===== src/rtl/demux4_tdm.sv =====
`default_nettype none
// ============================================================================
// Module   : demux4_tdm
// Brief    : 1-to-4 time-division demultiplexer; optional framing check via
//            SOF_CHECK_EN (sticky err on early/missing sof).
// Revision : 1.0 - initial release
// ============================================================================
module demux4_tdm #(
  parameter int W     = 1,
  parameter int CNT_W = 8
) (
  input  logic             clk,
  input  logic             rst,
  input  logic [W-1:0]     x,
  input  logic             x_valid,
  input  logic             sof,
  output logic [W-1:0]     f0,
  output logic [W-1:0]     f1,
  output logic [W-1:0]     f2,
  output logic [W-1:0]     f3,
  output logic             frame_valid,
  output logic [1:0]       sel,
  output logic [CNT_W-1:0] frame_cnt,
  output logic             err
);

  localparam logic [1:0] SLOT_0 = 2'd0;
  localparam logic [1:0] SLOT_1 = 2'd1;
  localparam logic [1:0] SLOT_2 = 2'd2;
  localparam logic [1:0] SLOT_3 = 2'd3;

  logic [1:0]       sel_q, sel_d;
  logic [W-1:0]     s0_q, s0_d, s1_q, s1_d, s2_q, s2_d;
  logic [W-1:0]     f0_q, f0_d, f1_q, f1_d, f2_q, f2_d, f3_q, f3_d;
  logic             frame_valid_q, frame_valid_d;
  logic [CNT_W-1:0] frame_cnt_q, frame_cnt_d;
  logic [1:0]       slot;

  // sof forces slot 0, which also realigns a stream that drifted mid-frame
  always_comb begin
    slot = sof ? SLOT_0 : sel_q;
  end

  always_comb begin
    sel_d         = sel_q;
    s0_d          = s0_q;
    s1_d          = s1_q;
    s2_d          = s2_q;
    f0_d          = f0_q;
    f1_d          = f1_q;
    f2_d          = f2_q;
    f3_d          = f3_q;
    frame_valid_d = 1'b0;
    frame_cnt_d   = frame_cnt_q;
    if (x_valid) begin
      case (slot)
        SLOT_0: begin
          s0_d  = x;
          sel_d = SLOT_1;
        end
        SLOT_1: begin
          s1_d  = x;
          sel_d = SLOT_2;
        end
        SLOT_2: begin
          s2_d  = x;
          sel_d = SLOT_3;
        end
        default: begin
          f0_d          = s0_q;
          f1_d          = s1_q;
          f2_d          = s2_q;
          f3_d          = x;
          sel_d         = SLOT_0;
          frame_valid_d = 1'b1;
          frame_cnt_d   = frame_cnt_q + 1'b1;
        end
      endcase
    end
  end

  always_ff @(posedge clk) begin
    if (rst) begin
      sel_q         <= SLOT_0;
      s0_q          <= '0;
      s1_q          <= '0;
      s2_q          <= '0;
      f0_q          <= '0;
      f1_q          <= '0;
      f2_q          <= '0;
      f3_q          <= '0;
      frame_valid_q <= 1'b0;
      frame_cnt_q   <= '0;
    end else begin
      sel_q         <= sel_d;
      s0_q          <= s0_d;
      s1_q          <= s1_d;
      s2_q          <= s2_d;
      f0_q          <= f0_d;
      f1_q          <= f1_d;
      f2_q          <= f2_d;
      f3_q          <= f3_d;
      frame_valid_q <= frame_valid_d;
      frame_cnt_q   <= frame_cnt_d;
    end
  end

`ifdef SOF_CHECK_EN
  logic err_q, err_d;
  logic seen_frame_q, seen_frame_d;
  logic early_sof, missing_sof;

  // Missing sof only counts once a frame has completed since reset
  always_comb begin
    early_sof    = x_valid && sof && (sel_q != SLOT_0);
    missing_sof  = x_valid && !sof && (sel_q == SLOT_0) && seen_frame_q;
    err_d        = err_q || early_sof || missing_sof;
    seen_frame_d = seen_frame_q || (x_valid && (slot == SLOT_3));
  end

  always_ff @(posedge clk) begin
    if (rst) begin
      err_q        <= 1'b0;
      seen_frame_q <= 1'b0;
    end else begin
      err_q        <= err_d;
      seen_frame_q <= seen_frame_d;
    end
  end

  assign err = err_q;
`else
  assign err = 1'b0;
`endif

  assign f0          = f0_q;
  assign f1          = f1_q;
  assign f2          = f2_q;
  assign f3          = f3_q;
  assign frame_valid = frame_valid_q;
  assign sel         = sel_q;
  assign frame_cnt   = frame_cnt_q;

endmodule
`default_nettype wire


===== config.mk =====
export PLATFORM = sky130hd
export DESIGN_NAME = demux4_tdm
export DESIGN_NICKNAME = d
export VERILOG_FILES = /design/src/rtl/demux4_tdm.sv
export SDC_FILE = /design/constraint.sdc
export NUM_CORES = 1
export LEC_CHECK = 0
export BUFFER_PORTS_ARGS = -buffer_cell sky130_fd_sc_hd__buf_4
export CAP_MARGIN = 10
export CORE_ASPECT_RATIO = 0.9
export CORE_MARGIN = 8
export CORE_UTILIZATION = 53
export CTS_CLUSTER_DIAMETER = 40
export DETAILED_ROUTE_END_ITERATION = 8
export PLACE_DENSITY = 0.8
export SLEW_MARGIN = 0
export SYNTH_ARGS = -nofsm -noshare
export SYNTH_HDL_FRONTEND = slang
export SYNTH_SLANG_ARGS = --single-unit

===== constraint.sdc =====
create_clock -name clk -period 2 [get_ports clk]
set_input_delay 0.1 -clock clk [delete_from_list [all_inputs] [get_ports clk]]
set_output_delay 0.1 -clock clk [all_outputs]
set_load 0.02 [all_outputs]

### Word level (Yosys, flattened, before mapping)

Index checks and enable logic that the tools add are counted.

| storage, ports and cells | value |
|---|---|
| bits of input ports | 5 |
| logic and storage cells | 25 |
| bits in registers | 18 |
| output and inout port bits | 16 |

| cells by class | value |
|---|---|
| $add $sub $neg | 1 |
| muxes and demuxes | 3 |
| equal/unequal tests | 2 |
| bitwise operators | 2 |
| reductions and logical operators | 7 |

Operators with widths:

| cell | count |
|---|---|
| $add 8x1->8 const B | 1 |
| $reduce_and 2->1 | 4 |
| $pmux 2 s3 | 1 |
| $reduce_or 3->1 | 1 |
| $eq 2x1->1 const B | 1 |
| $eq 2x2->1 const B | 1 |
| $logic_not 2->1 | 1 |
| $mux 2 | 1 |
| $not 1->1 | 2 |
| $reduce_or 2->1 | 1 |
| $mux 1 | 1 |

### Logic depth before layout (Yosys ltp)

| depth | value |
|---|---|
| word-level depth | 5 |
| mapped depth | 5 |
| mapped depth without buffers | 5 |

### Least setup slack after synthesis

No wires, ideal clock.

| path | value |
|---|---|
| path kind | reg-to-reg |
| from | register frame_cnt_q[0], in the netlist frame_cnt[0] |
| to | register frame_cnt_q[6], in the netlist frame_cnt[6] |
| cell stages (with the launch flop) | 5 |
| path slack | 0.602 ns |
| arrival time | 1.328 ns |
| library setup time | 0.070 ns |
| period minus slack after synthesis | 1.398 ns |
| buffers on the path | 0 |
| data required time | 1.930 ns |
| path through | dfxtp_1 > ha_1 > nand3_1 > or4_1 > a21oi_1 |

| between the ends | value |
|---|---|
| word-level cells in the longest chain between the ends | 1 |

Ends and longest elaborated chain:

| element | RTL line | RTL |
|---|---|---|
| from (decl) | 36 | `logic [CNT_W-1:0] frame_cnt_q, frame_cnt_d;` |
| from (signal assigned) | 104 | `frame_cnt_q <= frame_cnt_d;` |
| $add 8x1->8 | 76 | `frame_cnt_d = frame_cnt_q + 1'b1;` |

No other way between the ends.
A chain may end at the register's enable or synchronous reset.

### Worst setup path after layout

| path | value |
|---|---|
| from | register sel_q[0], in the netlist sel[0] |
| to | register frame_cnt_q[5], in the netlist frame_cnt[5] |

| between the ends | value |
|---|---|
| word-level cells in the longest chain between the ends | 5 |
| elaborated cells on any way between the ends | 7 |
| those cells by class | eq/ne: 2; mux: 1; bitwise: 1; reduce/logical: 3 |

Ends and longest elaborated chain:

| element | RTL line | RTL |
|---|---|---|
| from (decl) | 32 | `logic [1:0] sel_q, sel_d;` |
| from (signal assigned) | 95 | `sel_q <= sel_d;` |
| $mux 2 * | 41 | `slot = sof ? SLOT_0 : sel_q;` |
| $eq 2x2->1, or another cell as far along | 56 | `case (slot)` |
| $reduce_or 3->1 (no source line) * | n/a |  |
| $not 1->1 (no source line) * | n/a |  |
| $reduce_and 2->1 (no source line) * | n/a |  |

Mark *: on every way between the ends. The rest lies on a longest branch, timed or not.

==> impl_metrics.json <==
{
  "ff2ff_path_depth": 3,
  "coreArea_um2": 1430,
  "dieArea_um2": 3000,
  "antenna_found_initial": 0,
  "viasPerCell": 5.66,
  "syn_inst": 82,
  "io_pins": 21,
  "wl_mm": 1.50,
  "cp_slowest_cell": "dfxtp_1",
  "grt_pass1_wl_mm": 2.56,
  "synthFlopType": "dfxtp_1",
  "cp_num_buf_inv": 0,
  "crit_family": "simple AND/OR/NAND/NOR gates",
  "timing.rr.end": "frame_cnt[5]$_SDFFE_PP0P_",
  "grt_use_total_pct": 10.4,
  "synth_edf_count": 0,
  "start_util_pct": 55.6,
  "report.final.slew_viol_count": 0,
  "avgRoutedWirePerCell_um": 13.0,
  "drt_pass1_iterations": 4,
  "placement.cell_area_um2": 937,
  "cts_buffers": 3,
  "hold_end": "s2_q$_SDFFE_PP0P_",
  "crit_path_start_kind": "register",
  "max_stage_delay_ps": 500,
  "path_clk_slew_ps": 100,
  "max_cap_violations": 0,
  "report.final.setup_viol": 0,
  "hp-start": "x",
  "crit_required_ps": 2220,
  "postCtsHoldBufs": 0,
  "io_buffer_count": 19,
  "fin_skew_ps": 3.53,
  "diodes": 0,
  "r2r_start": "sel[0]$_SDFFE_PP0P_",
  "r2r_slack_ps": 570,
  "fillers": 123,
  "synth_nets": 89,
  "vias": 651,
  "synth_cell_types": 25,
  "fin_area_um2": 960,
  "finalCritPeriodShare_pct": 71.5,
  "die_w_um": 56.8,
  "hold_path_depth": 3,
  "cts_tree": "yes",
  "fin_nets": 109,
  "power_density_nw_per_um2": 605,
  "final_util_pct": 67.0,
  "layout_min_cycle_time_ps": 1430,
  "max_freq_mhz": 699,
  "drc_errors": 0,
  "cts_setup_buffers": 0,
  "syn_area_um2": 796,
  "hold-worst-slack_ps": 87.6,
  "path_cells": "nand4_2 -> or4_1 -> a21oi_1",
  "globalplace.congestion": 0.803,
  "peakVddDrop_v": 0.000509,
  "drive_above_1_share_pct": 28.0,
  "post-place-ws_ps": 625,
  "htreeDepth": 1,
  "total_power_mw": 0.581,
  "worst_ep_arrival_time_ps": 1650,
  "finalHoldViolCount": 0,
  "synth.ff_latch_count": 18,
  "setup_tns_ps": 0,
  "hpwl_mm": 1.13,
  "rsz0062_at_grt": "no",
  "min_path_type": "primary input to register",
  "dieHeight_um": 52.8,
  "path_class": "register to register",
  "async_flop_share_pct": 0,
  "dp.cells": 112,
  "ys.warnings.count": 0,
  "area_growth_pct": 20.6,
  "cp-end-kind": "register",
  "cts-root-buf": "clkbuf_4",
  "rows": 13,
  "gr-total-overflow": 0,
  "cp_max_fo": 9,
  "outcome": "finished clean",
  "clockBufferDepth": 2,
  "cts.sinks": 18,
  "postRouteAntennaNets": 0,
  "leakage_nw": 0.435,
  "cts_resized": 0,
  "layout_setup_ws_ps": 570,
  "synth.avg_cell_area_um2": 9.70,
  "grt_pass1_vias": 591,
  "instances_no_fill": 115,
  "grt_max_degree": 19,
  "yosysSeqAreaShare_pct": 45.3,
  "drtIter0Drc": 11,
  "clk_latency_ps": 280
}
==> where the power goes <==
| part | switching (mW) | internal, mW |
|---|---|---|
| clock | 0.101 | 0.0698 |
| combinational | 0.0225 | 0.0188 |
| sequential | 0.00655 | 0.363 |
| total | 0.130 | 0.451 |
==> synth_stat cells (all sizes together) (2+ instances only) <==
| library cell | count | area (µm²) |
|---|---|---|
| or4 | 3 | 22.5 |
| nand2 | 3 | 11.3 |
| a21oi | 7 | 35.0 |
| nand4 | 3 | 25.0 |
| and4bb | 2 | 25.0 |
| nand3 | 3 | 15.0 |
| or3 | 3 | 20.0 |
| or2b | 2 | 15.0 |
| o21ai | 3 | 15.0 |
| dfxtp | 18 | 360 |
| mux2i | 9 | 90.1 |
| o31ai | 3 | 22.5 |
| buf | 4 | 23.8 |
| nor2 | 11 | 41.3 |
| ha | 2 | 25.0 |
==> worst max-delay path by stage <==
stage	endpoint	slack (ps)	cells after the start	from
floorplan	frame_cnt[6]$_SDFFE_PP0P_	600	4	frame_cnt[0]$_SDFFE_PP0P_
global placement	frame_cnt[7]$_SDFFE_PP0P_	630	3	sel[0]$_SDFFE_PP0P_
finish	frame_cnt[5]$_SDFFE_PP0P_	570	3	sel[0]$_SDFFE_PP0P_
CTS	frame_cnt[5]$_SDFFE_PP0P_	590	3	sel[0]$_SDFFE_PP0P_
global route	frame_cnt[2]$_SDFFE_PP0P_	410	3	sel[0]$_SDFFE_PP0P_
detailed placement	frame_cnt[7]$_SDFFE_PP0P_	630	3	sel[0]$_SDFFE_PP0P_
==> kinds of logic after synthesis <==
family	synth area share, %
AOI/OAI and AO/OA	9.12
other	0.471
muxes	11.3
DFF	45.3
adders and majority gates	3.14
xor gates and xnor gates	1.10
and+or+nand+nor	25.6
buffers and inverters	3.93
==> cells in the final DEF, fill, tap and decap left out, drive strengths merged <==
cell,Yosys,routed
buf,4,20
dfxtp,18,18
nor2,11,11
mux2i,9,9
a21oi,7,7
o31ai,3,3
or4,3,3
nand3,3,3
nand2,3,3
o21ai,3,3
clkbuf,1,3
nand4,3,3
or3,3,3
or2b,2,2
and4bb,2,2
ha,2,2
nand4b,1,1
nand3b,1,1
xor2,1,1
inv,1,1
conb,1,1
==> worst min-delay path, delay by kind of cell <==
family / cells / cell delay [ps]
buffers and inverters: 1 / 100
multiplexers: 1 / 60
AND/OR/NAND/NOR: 1 / 70
==> metal layers <==
| metal | GRT usage [%] | wire [µm] | share of wire [%] |
|---|---|---|---|
| met5 | 0 | 0 | 0 |
| met4 | 5.86 | 10 | 0.67 |
| met3 | 3.16 | 78 | 5.2 |
| met2 | 16.1 | 658 | 44 |
| met1 | 12.8 | 751 | 50 |
==> layout make-up <==
type	count	area (µm²)	share of cell area [%]
clock buffers	3	22.5	2.35
inverters	1	3.75	0.391
multi-input cells	58	404	42.1
flip-flops and latches	18	360	37.5
well taps	15	18.8	1.96
repair buffers	20	150	15.6
==> registers in the layout, summed over array words and instances (netlist names) <==
signal       count
frame_cnt        8
sel              2
f0               1
f1               1
f2               1
f3               1
frame_valid      1
s0_q             1
s1_q             1
s2_q             1
Note: power is estimated with default switching activity, not from simulation.
